==> config.mk <==
export PLATFORM = sky130hd
export DESIGN_NAME = sfp_acc_relu_flat
export DESIGN_NICKNAME = d
export VERILOG_FILES = /design/src/rtl/sfp_acc_relu_pkg.sv /design/src/rtl/sfp_acc_relu_if.sv /design/src/rtl/sfp_sat_add_lane.sv /design/src/rtl/sfp_acc_relu.sv /design/src/flat_wrapper.sv
export SDC_FILE = /design/constraint.sdc
export NUM_CORES = 1
export LEC_CHECK = 0
export BUFFER_PORTS_ARGS = -buffer_cell sky130_fd_sc_hd__buf_4
export CAP_MARGIN = 10
export CORE_UTILIZATION = 32
export DETAILED_ROUTE_END_ITERATION = 12
export SKIP_LAST_GASP = 1
export SYNTH_ARGS = -nofsm -noshare
export SYNTH_HDL_FRONTEND = slang
export SYNTH_SLANG_ARGS = --single-unit
==> constraint.sdc <==
create_clock -name clk -period 4.8 [get_ports clk]
set_clock_uncertainty 0.2 [all_clocks]
set_input_delay 0.24 -clock clk [delete_from_list [all_inputs] [get_ports clk]]
set_output_delay 0.24 -clock clk [all_outputs]
set_load 0.01 [all_outputs]
==> src/rtl/sfp_acc_relu_pkg.sv <==
// Shared configuration, FSM encoding and lane helpers for the psum
// accumulate/ReLU stage that sits behind the pmem read port.
package sfp_acc_relu_pkg;

   localparam int COL     = 8;
   localparam int PSUM_BW = 16;
   localparam int KIJ_W   = 4;
   localparam int VEC_W   = COL * PSUM_BW;

   localparam logic signed [PSUM_BW-1:0] PSUM_MAX = {1'b0, {(PSUM_BW-1){1'b1}}};
   localparam logic signed [PSUM_BW-1:0] PSUM_MIN = {1'b1, {(PSUM_BW-1){1'b0}}};

   typedef logic signed [PSUM_BW-1:0] psum_t;

   typedef enum logic [1:0] {
      IDLE,
      ACC,
      OUT
   } state_t;

   function automatic psum_t lane_slice(input logic [VEC_W-1:0] vec, input int unsigned k);
      return psum_t'(vec[k*PSUM_BW +: PSUM_BW]);
   endfunction

endpackage

==> src/rtl/sfp_acc_relu_if.sv <==
// Psum-in / ofmap-out handshake bundle of the accumulate/ReLU stage.
// master is the surrounding core (or bench), slave is the stage itself.
interface sfp_acc_relu_if;
   import sfp_acc_relu_pkg::*;

   logic             in_valid;
   logic             in_ready;
   logic [VEC_W-1:0] in_data;
   logic             out_valid;
   logic             out_ready;
   logic [VEC_W-1:0] out_data;
   logic             out_sat;

   modport master (
      output in_valid, in_data, out_ready,
      input  in_ready, out_valid, out_data, out_sat
   );

   modport slave (
      input  in_valid, in_data, out_ready,
      output in_ready, out_valid, out_data, out_sat
   );

endinterface

==> src/rtl/sfp_sat_add_lane.sv <==
// One output-channel lane: saturating accumulator with first-beat load,
// plus the ReLU'd output register captured when the vector completes.
module sfp_sat_add_lane
   import sfp_acc_relu_pkg::*;
(
   input  logic  clk,
   input  logic  reset,
   input  logic  load,
   input  logic  add,
   input  logic  capture,
   input  logic  relu,
   input  psum_t din,
   output psum_t dout,
   output logic  sat
);

   psum_t                   acc_q;
   psum_t                   sum_sat;
   psum_t                   acc_next;
   logic signed [PSUM_BW:0] sum_wide;

   // One guard bit: overflow shows up as disagreeing top two bits.
   always_comb begin
      sum_wide = {acc_q[PSUM_BW-1], acc_q} + {din[PSUM_BW-1], din};
      sum_sat  = sum_wide[PSUM_BW-1:0];
      sat      = 1'b0;
      if (sum_wide[PSUM_BW] != sum_wide[PSUM_BW-1]) begin
         sat     = add;
         sum_sat = sum_wide[PSUM_BW] ? PSUM_MIN : PSUM_MAX;
      end
      acc_next = load ? din : sum_sat;
   end

   // NOTE: reset is synchronous, so it sits inside the clocked block and the
   // accumulator is a plain register, not a memory, so it is cleared too.
   always_ff @(posedge clk) begin
      if (reset) begin
         acc_q <= '0;
         dout  <= '0;
      end else begin
         if (load || add)
            acc_q <= acc_next;
         if (capture)
            dout <= (relu && acc_next[PSUM_BW-1]) ? '0 : acc_next;
      end
   end

endmodule

==> src/rtl/sfp_acc_relu.sv <==
// Accumulates len_kij psum beats per lane, applies optional ReLU and hands
// one finished ofmap vector to the output path over ready/valid.
module sfp_acc_relu
   import sfp_acc_relu_pkg::*;
(
   input  logic             clk,
   input  logic             reset,
   input  logic [KIJ_W-1:0] len_kij,
   input  logic             relu_en,
   sfp_acc_relu_if.slave    bus,
   output logic             busy
);

   state_t           state_q;
   state_t           state_d;
   logic [KIJ_W-1:0] cnt_q;
   logic [KIJ_W-1:0] cnt_inc;
   logic [KIJ_W-1:0] target_q;
   logic [KIJ_W-1:0] target_new;
   logic             relu_q;
   logic             relu_cur;
   logic             sat_q;
   logic             accept;
   logic             load;
   logic             add;
   logic             capture;
   logic [COL-1:0]   lane_sat;
   logic [VEC_W-1:0] out_vec;

   assign bus.in_ready  = !reset && (state_q != OUT);
   assign bus.out_valid = (state_q == OUT);
   assign bus.out_sat   = (state_q == OUT) && sat_q;
   assign bus.out_data  = out_vec;
   assign busy          = (state_q == ACC);

   assign accept     = bus.in_valid && bus.in_ready;
   assign target_new = (len_kij == '0) ? KIJ_W'(1) : len_kij;
   assign cnt_inc    = cnt_q + 1'b1;
   // The first beat of a vector must already see the new relu_en.
   assign relu_cur   = (state_q == IDLE) ? relu_en : relu_q;

   always_comb begin
      state_d = state_q;
      load    = 1'b0;
      add     = 1'b0;
      capture = 1'b0;
      unique case (state_q)
         IDLE: begin
            if (accept) begin
               load = 1'b1;
               if (target_new == KIJ_W'(1)) begin
                  capture = 1'b1;
                  state_d = OUT;
               end else begin
                  state_d = ACC;
               end
            end
         end
         ACC: begin
            if (accept) begin
               add = 1'b1;
               if (cnt_inc == target_q) begin
                  capture = 1'b1;
                  state_d = OUT;
               end
            end
         end
         OUT: begin
            if (bus.out_ready)
               state_d = IDLE;
         end
         default: state_d = IDLE;
      endcase
   end

   // NOTE: all sequential state uses <= so every register samples pre-edge values.
   always_ff @(posedge clk) begin
      if (reset) begin
         state_q  <= IDLE;
         cnt_q    <= '0;
         target_q <= '0;
         relu_q   <= 1'b0;
         sat_q    <= 1'b0;
      end else begin
         state_q <= state_d;
         if (load) begin
            cnt_q    <= KIJ_W'(1);
            target_q <= target_new;
            relu_q   <= relu_en;
            sat_q    <= 1'b0;
         end else if (add) begin
            cnt_q <= cnt_inc;
            sat_q <= sat_q | (|lane_sat);
         end
      end
   end

   for (genvar k = 0; k < COL; k++) begin : g_lane
      psum_t lane_out;

      sfp_sat_add_lane u_lane (
         .clk     (clk),
         .reset   (reset),
         .load    (load),
         .add     (add),
         .capture (capture),
         .relu    (relu_cur),
         .din     (lane_slice(bus.in_data, k)),
         .dout    (lane_out),
         .sat     (lane_sat[k])
      );

      assign out_vec[k*PSUM_BW +: PSUM_BW] = lane_out;
   end

endmodule

==> src/flat_wrapper.sv <==
// flat-port wrapper written by rule: the top's interface ports become plain ports
module sfp_acc_relu_flat import sfp_acc_relu_pkg::*;
  (clk, reset, len_kij, relu_en, busy, bus_in_valid, bus_in_data, bus_out_ready, bus_in_ready, bus_out_valid, bus_out_data, bus_out_sat);
  sfp_acc_relu_if bus_i ();
  input  logic clk;
  input  logic reset;
  input  logic [KIJ_W-1:0] len_kij;
  input  logic relu_en;
  output logic busy;
  input wire logic [$bits(bus_i.in_valid)-1:0] bus_in_valid;
  input wire logic [$bits(bus_i.in_data)-1:0] bus_in_data;
  input wire logic [$bits(bus_i.out_ready)-1:0] bus_out_ready;
  output wire logic [$bits(bus_i.in_ready)-1:0] bus_in_ready;
  output wire logic [$bits(bus_i.out_valid)-1:0] bus_out_valid;
  output wire logic [$bits(bus_i.out_data)-1:0] bus_out_data;
  output wire logic [$bits(bus_i.out_sat)-1:0] bus_out_sat;
  assign bus_i.in_valid = bus_in_valid;
  assign bus_i.in_data = bus_in_data;
  assign bus_i.out_ready = bus_out_ready;
  assign bus_in_ready = bus_i.in_ready;
  assign bus_out_valid = bus_i.out_valid;
  assign bus_out_data = bus_i.out_data;
  assign bus_out_sat = bus_i.out_sat;
  sfp_acc_relu u_core (.clk(clk), .reset(reset), .len_kij(len_kij), .relu_en(relu_en), .bus(bus_i), .busy(busy));
endmodule
---- Word-level counts from Yosys, hierarchy flattened ----
Index checks and enable logic that the tools add are counted.
cells by class
  add/subtract/negate cells ............... 9
  equality and inequality tests ........... 17
  muxes and demuxes ....................... 58
  bitwise gates (word level) .............. 1
  reductions and logical operators ........ 19
operators with widths
  kind                                           number
  two-way mux 16 bit                             32
  adder 16 x 16 -> 17 bit                        8
  two-way mux 1 bit                              18
  logical AND 1 bit                              11
  two-way mux 2 bit                              5
  != test 1 bit                                  8
  OR reduction 8 bit                             1
  != test 2 x 1 -> 1 bit, second input constant  3
  one-hot mux 2 bit (3 select lines)             1
  adder 4 x 1 -> 4 bit, second input constant    1
  == test 4 x 1 -> 1 bit, second input constant  1
  == test 4 bit                                  1
  zero test 4 bit                                1
  two-way mux 4 bit                              1
  != test 2 bit, second input constant           2
  AND reduction 4 bit                            1
  == test 2 x 1 -> 1 bit, second input constant  1
  == test 2 bit, second input constant           1
  zero test 2 bit                                1
  one-hot mux 1 bit (2 select lines)             1
  nonzero test 2 bit                             1
  OR reduction 2 bit                             1
  zero test 1 bit                                1
  logical OR 1 bit                               1
  OR 1 bit                                       1
word-level totals
  flip-flop bits (word level) ............. 268
  output and inout bits ................... 132
  word-level logic and storage cells ...... 126

---- Logic depth before layout (Yosys ltp) ----
  depth in word-level cells ............... 8
  depth in mapped cells ................... 17
  mapped depth without buffers ............ 17

---- Modules after synthesis ----
Synthesis repeated with hierarchy kept, for this count alone.
unflattened totals
  cells, all modules ...................... 2,358
  area total of the unflattened synthesis .. 19,272.2 um^2
by module, submodules not included
  module                                          instances  cells an instance  area each (um^2)  seq. area each (um^2)
  sfp_sat_add_lane (u_core.g_lane[4].u_lane ...)  4          284                2,343.5           640.6
  sfp_sat_add_lane (u_core.g_lane[1].u_lane ...)  3          281                2,296.0           640.6
  sfp_sat_add_lane (u_core.g_lane[0].u_lane)      1          302                2,357.3           640.6
  sfp_acc_relu                                    1          77                 653.1             240.2

---- Worst setup path after synthesis ----
No wires, ideal clock.
  kind .................................... flip-flop to flip-flop
  start point ............................. register u_core.g_lane[0].u_lane.acc_q[1]
  end point ............................... register u_core.sat_q
  data arrival time ....................... 3.471 ns
  required time ........................... 4.461 ns
  setup slack ............................. 0.990 ns
  cell stages (with the launch flop) ...... 18
  path buffers ............................ 1
  clock period less this slack ............ 3.810 ns
  cell sequence ........................... dfxtp_1 -> ha_1 -> a21oi_1 -> o211ai_1 -> or4_1 -> a31oi_1 -> o21ai_1 -> a31oi_1 -> o21bai_1 -> a21oi_1 -> xnor2_1 -> ha_1 -> clkbuf_2 -> a211o_1 -> a31oi_1 -> nand4_1 -> nor4_1 -> a221oi_1
on the way
  cells in the longest elaborated chain, start to end .. 5
ends and longest elaborated chain
  what                     RTL line                source
  from (decl)              sfp_sat_add_lane.sv:17  psum_t acc_q;
  from (signal assigned)   sfp_sat_add_lane.sv:42  acc_q <= acc_next;
  adder 16 x 16 -> 17 bit  sfp_sat_add_lane.sv:24  sum_wide = {acc_q[PSUM_BW-1], acc_q} + {din[PSUM_BW-1], din};
  != test 1 bit            sfp_sat_add_lane.sv:27  if (sum_wide[PSUM_BW] != sum_wide[PSUM_BW-1]) begin
  two-way mux 1 bit        sfp_sat_add_lane.sv:27
  OR reduction 8 bit       sfp_acc_relu.sv:93      sat_q <= sat_q | (|lane_sat);
  OR 1 bit                 sfp_acc_relu.sv:93
  to (signal assigned)     sfp_acc_relu.sv:93
  to (decl)                sfp_acc_relu.sv:22      logic sat_q;
Every way passes these cells.
A chain may end at the register's enable or synchronous reset.

---- Final worst setup path ----
  start point ............................. input port bus_in_data[1]
  end point ............................... register u_core.g_lane[0].u_lane.acc_q[10]
on the way
  cells in the longest elaborated chain, start to end .. 4
ends and longest elaborated chain
  what                                                 RTL line                                        source
  from (decl)                                          flat_wrapper.sv:11                              input wire logic [$bits(bus_i.in_data)-1:0] bus_in_data;
  adder 16 x 16 -> 17 bit *                            sfp_sat_add_lane.sv:24
  two-way mux 16 bit or != test 1 bit (tied branches)  sfp_sat_add_lane.sv:29, sfp_sat_add_lane.sv:27
  two-way mux 16 bit *                                 sfp_sat_add_lane.sv:27
  two-way mux 16 bit *                                 sfp_sat_add_lane.sv:31                          acc_next = load ? din : sum_sat;
Mark *: on every way between the ends. The rest lies on a longest branch, timed or not.

==> reports/metrics.yaml <==
timing:
  worst_pin_slew_ns: 1.166
  hold_viol: 0
  slew_viol_final: 0
  maxSlewHeadroom_pct: 22.24
  fmax_ghz: 0.2284
  setup_tns_ns: 0
  rsz0062_at_grt: "no"
  hold_slack_ns: 0.03411
  setup_viol: 0
  finalCriticalPeriod_ns: 4.379
  post-route-period-util_pct: 91.22
finish:
  fin_util_pct: 41.93
  drive_gt1_share_pct: 16.10
  finalInstanceArea_sq_um: 23060
  syn2layout_area_growth_pct: 29.67
  stdcell_count: 3369
  nNetsFinal: 2866
routing:
  post_drt_via_cell_ratio: 5.460
  dr.pass1.iters: 7
  vias: 18400
  routedWlPerCell_um: 18.52
  antenna_left: 0
  drc: 0
  totalWireLength_mm: 62.38
  drt_iter0_markers: 1171
grt:
  grt_use_met3_pct: 3.809
  grt_util_all_layers_pct: 21.68
  met1_usage_pct: 26.94
  grt_max_degree: 77
  grt_busiest_layer: "met2"
  antenna_found_initial: 6
  grt_overflow: 0
  met2_usage_pct: 37.67
  first_global_vias: 18350
  grt_pass1_wl_mm: 98.42
setup_path:
  cp_slowest_stage_delay_ns: 0.54
  path_max_fanout: 12
  cp_data_required_time_ns: 5.07
  critPathCaptureType: "flop"
  path_cells: "dlygate4sd3_1 > buf_4 > ha_1 > a21oi_1 > o211ai_1 > or4_1 > a31oi_1 > o21ai_1 > a31oi_1 > o21bai_1 > a21oi_1 > xnor2_1 > ha_2 > buf_4 > o311ai_0 > o211ai_1 > a21oi_1"
  path_common_cell: "a21oi_1"
  startpoint_type: "input pin"
  reg2reg_slack_ns: 0.47
  arrival_ns: 4.65
  path_class: "in2reg"
  crit_slowest_cell: "dlygate4sd3_1"
  worstRegToRegCells: 15
run:
  maxCapViolations: 0
hold_path:
  hold_path_class: "in2reg"
  holdPathStages: 6
clock_tree:
  clkSinkCount: 268
  clkTransAtPathRegs_ns: 0.06
  clkLatencyLatePin_ns: 0.56
  cts_inserted_buffers: 36
  cts_tree: "done"
  cts.htree.levels: 2
  ctsRootBufferMaster: "clkbuf_16"
  cts_buffer_depth: 3
placed_design:
  gp_congestion: 0.9116
  placed_area_sq_um: 20520
  io_buffers: 268
  place.detailed.hpwl_mm: 42.59
  dp_cells: 3166
yosys:
  ys_types: 95
  netlist.area_leader.share_pct: 30.17
  yosysWarnings: 0
  synthCells: 2240
  ys_seq_area_share_pct: 30.17
  synth-seq-cells: 268
  syn_area_sq_um: 17780
  synth-main-ff-cell: "dfxtp_1"
  synth_area_leaders: "dfxtp_1, ha_1, o21ai_0"
  async_reset_ff_share_pct: 0
  synth_edf_count: 0
  synth_top_area_cell: "dfxtp_1"
  synth_area_per_cell_sq_um: 7.938
  syn-num-nets: 2516
die:
  core.rowCount: 86
  die-width_um: 237.7
  die_area_sq_um: 56510
  start_util_pct: 32.34
  io_pins: 269
  core_sq_um: 54990
  die_h_um: 237.7
outcome:
  run_status: "finished clean"
power_and_ir_drop:
  max-vdd-ir-drop_uv: 220.3
  powerDensity_nw_per_um2: 394.6
  power.leakage_nw: 9.825
[what timing repair did]
item	CTS	global route
hold buffers	134	0
buffers inserted	0	0
gates resized for setup	0	1
endpoints found under the setup margin	0	5
endpoints found under the hold margin	255	0
[state kept, by name (all words and copies together) (netlist names)]
register	flops
u_core.cnt_q	4
u_core.target_q	4
u_core.state_q	2
u_core.relu_q	1
u_core.g_lane.u_lane.acc_q	128
u_core.sat_q	1
u_core.g_lane.u_lane.dout	128
[stage by stage]
stage,power [W],setup slack (ns)
2_1_floorplan,0.005280,0.9903
3_3_place_gp,0.006185,0.3844
3_5_place_dp,0.006259,0.3221
4_1_cts,0.009151,0.3056
5_1_grt,0.009703,0.1064
6_report,0.009099,0.4215
[critical path: cells and delay by family]
family | cells | cell delay (ns)
XOR/XNOR | 1 | 0.17
buffers and inverters | 3 | 0.88
AO/OA/AOI/OAI | 10 | 2.24
adder cells (fa/ha/maj) | 2 | 0.68
AND/OR/NAND/NOR | 1 | 0.45
[cells in the mapped netlist (8+ instances only)]
cell / n
o21ai_1: 12
and3_1: 8
nor4_1: 8
o211a_1: 9
inv_1: 56
nand2_1: 281
buf_2: 22
a21o_1: 53
o21a_1: 35
dfxtp_1: 268
nand4_1: 9
a311oi_1: 8
nor3_1: 22
xnor2_1: 71
a22o_1: 19
nand3b_1: 15
a2111oi_0: 11
o31ai_1: 35
nor2b_1: 18
and2_1: 20
nand2b_1: 29
o211ai_1: 32
ha_1: 131
a31oi_1: 24
a211o_1: 9
o21bai_1: 12
a21oi_1: 199
o21ai_0: 217
xor2_1: 32
clkbuf_1: 85
maj3_1: 8
a2bb2oi_1: 12
a211oi_1: 38
nor2_1: 184
buf_1: 10
or3_1: 12
nand3_1: 18
fa_1: 8
a221oi_1: 39
or2_2: 13
a22oi_1: 16
[layer usage]
metal	up-vias	part of all wire, %
li1	8946	-
met1	8834	44
met2	511	48
met3	104	5.5
met4	0	2.5
met5	-	0
[path summary, 6_finish.rpt]
check                                            to                        startpoint
hold reg to reg    u_core.g_lane[4].u_lane.dout[10]  u_core.g_lane[4].u_lane.dout[10]
setup / recovery  u_core.g_lane[0].u_lane.acc_q[10]                    bus_in_data[1]
setup reg to reg  u_core.g_lane[0].u_lane.acc_q[10]  u_core.g_lane[0].u_lane.acc_q[1]
hold / removal    u_core.g_lane[1].u_lane.acc_q[12]                   bus_in_data[28]
[area by class of cell]
type / count / area (sq um)
clock inverter: 10 / 113.9
inverter: 56 / 210.2
fill: 5471 / 31930
multi-input combinational: 1791 / 11720
tap: 748 / 935.9
timing repair buffer: 437 / 3632
clock buffer: 53 / 1066
sequential: 268 / 5366
antenna: 6 / 15.01
[kinds of logic after synthesis]
| kind of cell | count (synthesis) | synth area share [%] |
|---|---|---|
| AOI/OAI and AO/OA | 867 | 32.37 |
| and+or+nand+nor | 662 | 16.86 |
| DFF | 268 | 30.17 |
| buffers and inverters | 181 | 4.159 |
| adders and majority gates | 147 | 10.57 |
| xor gates and xnor gates | 106 | 5.348 |
| muxes | 9 | 0.5207 |
[power by group]
part | switching [W] | leakage (nW) | internal, W
logic | 0.00215 | 7.05 | 0.00159
clock network | 0.00110 | 0.581 | 0.00165
registers | 0.000140 | 2.19 | 0.00247
total | 0.00340 | 9.82 | 0.00570
[cell usage in the layout, fill, tap and decap left out, types with 35 or more instances in the layout]
| cell type | netlist | routed |
|---|---|---|
| buf_4 | 4 | 301 |
| nand2_1 | 281 | 281 |
| dfxtp_1 | 268 | 267 |
| o21ai_0 | 217 | 217 |
| a21oi_1 | 199 | 199 |
| nor2_1 | 184 | 183 |
| dlygate4sd3_1 | 0 | 134 |
| ha_1 | 131 | 130 |
| xnor2_1 | 71 | 71 |
| inv_1 | 56 | 56 |
| a21o_1 | 53 | 53 |
| a221oi_1 | 39 | 39 |
| a211oi_1 | 38 | 38 |
| clkbuf_16 | 0 | 37 |
| o21a_1 | 35 | 35 |
| o31ai_1 | 35 | 35 |
Note: power is estimated with default switching activity, not from simulation.
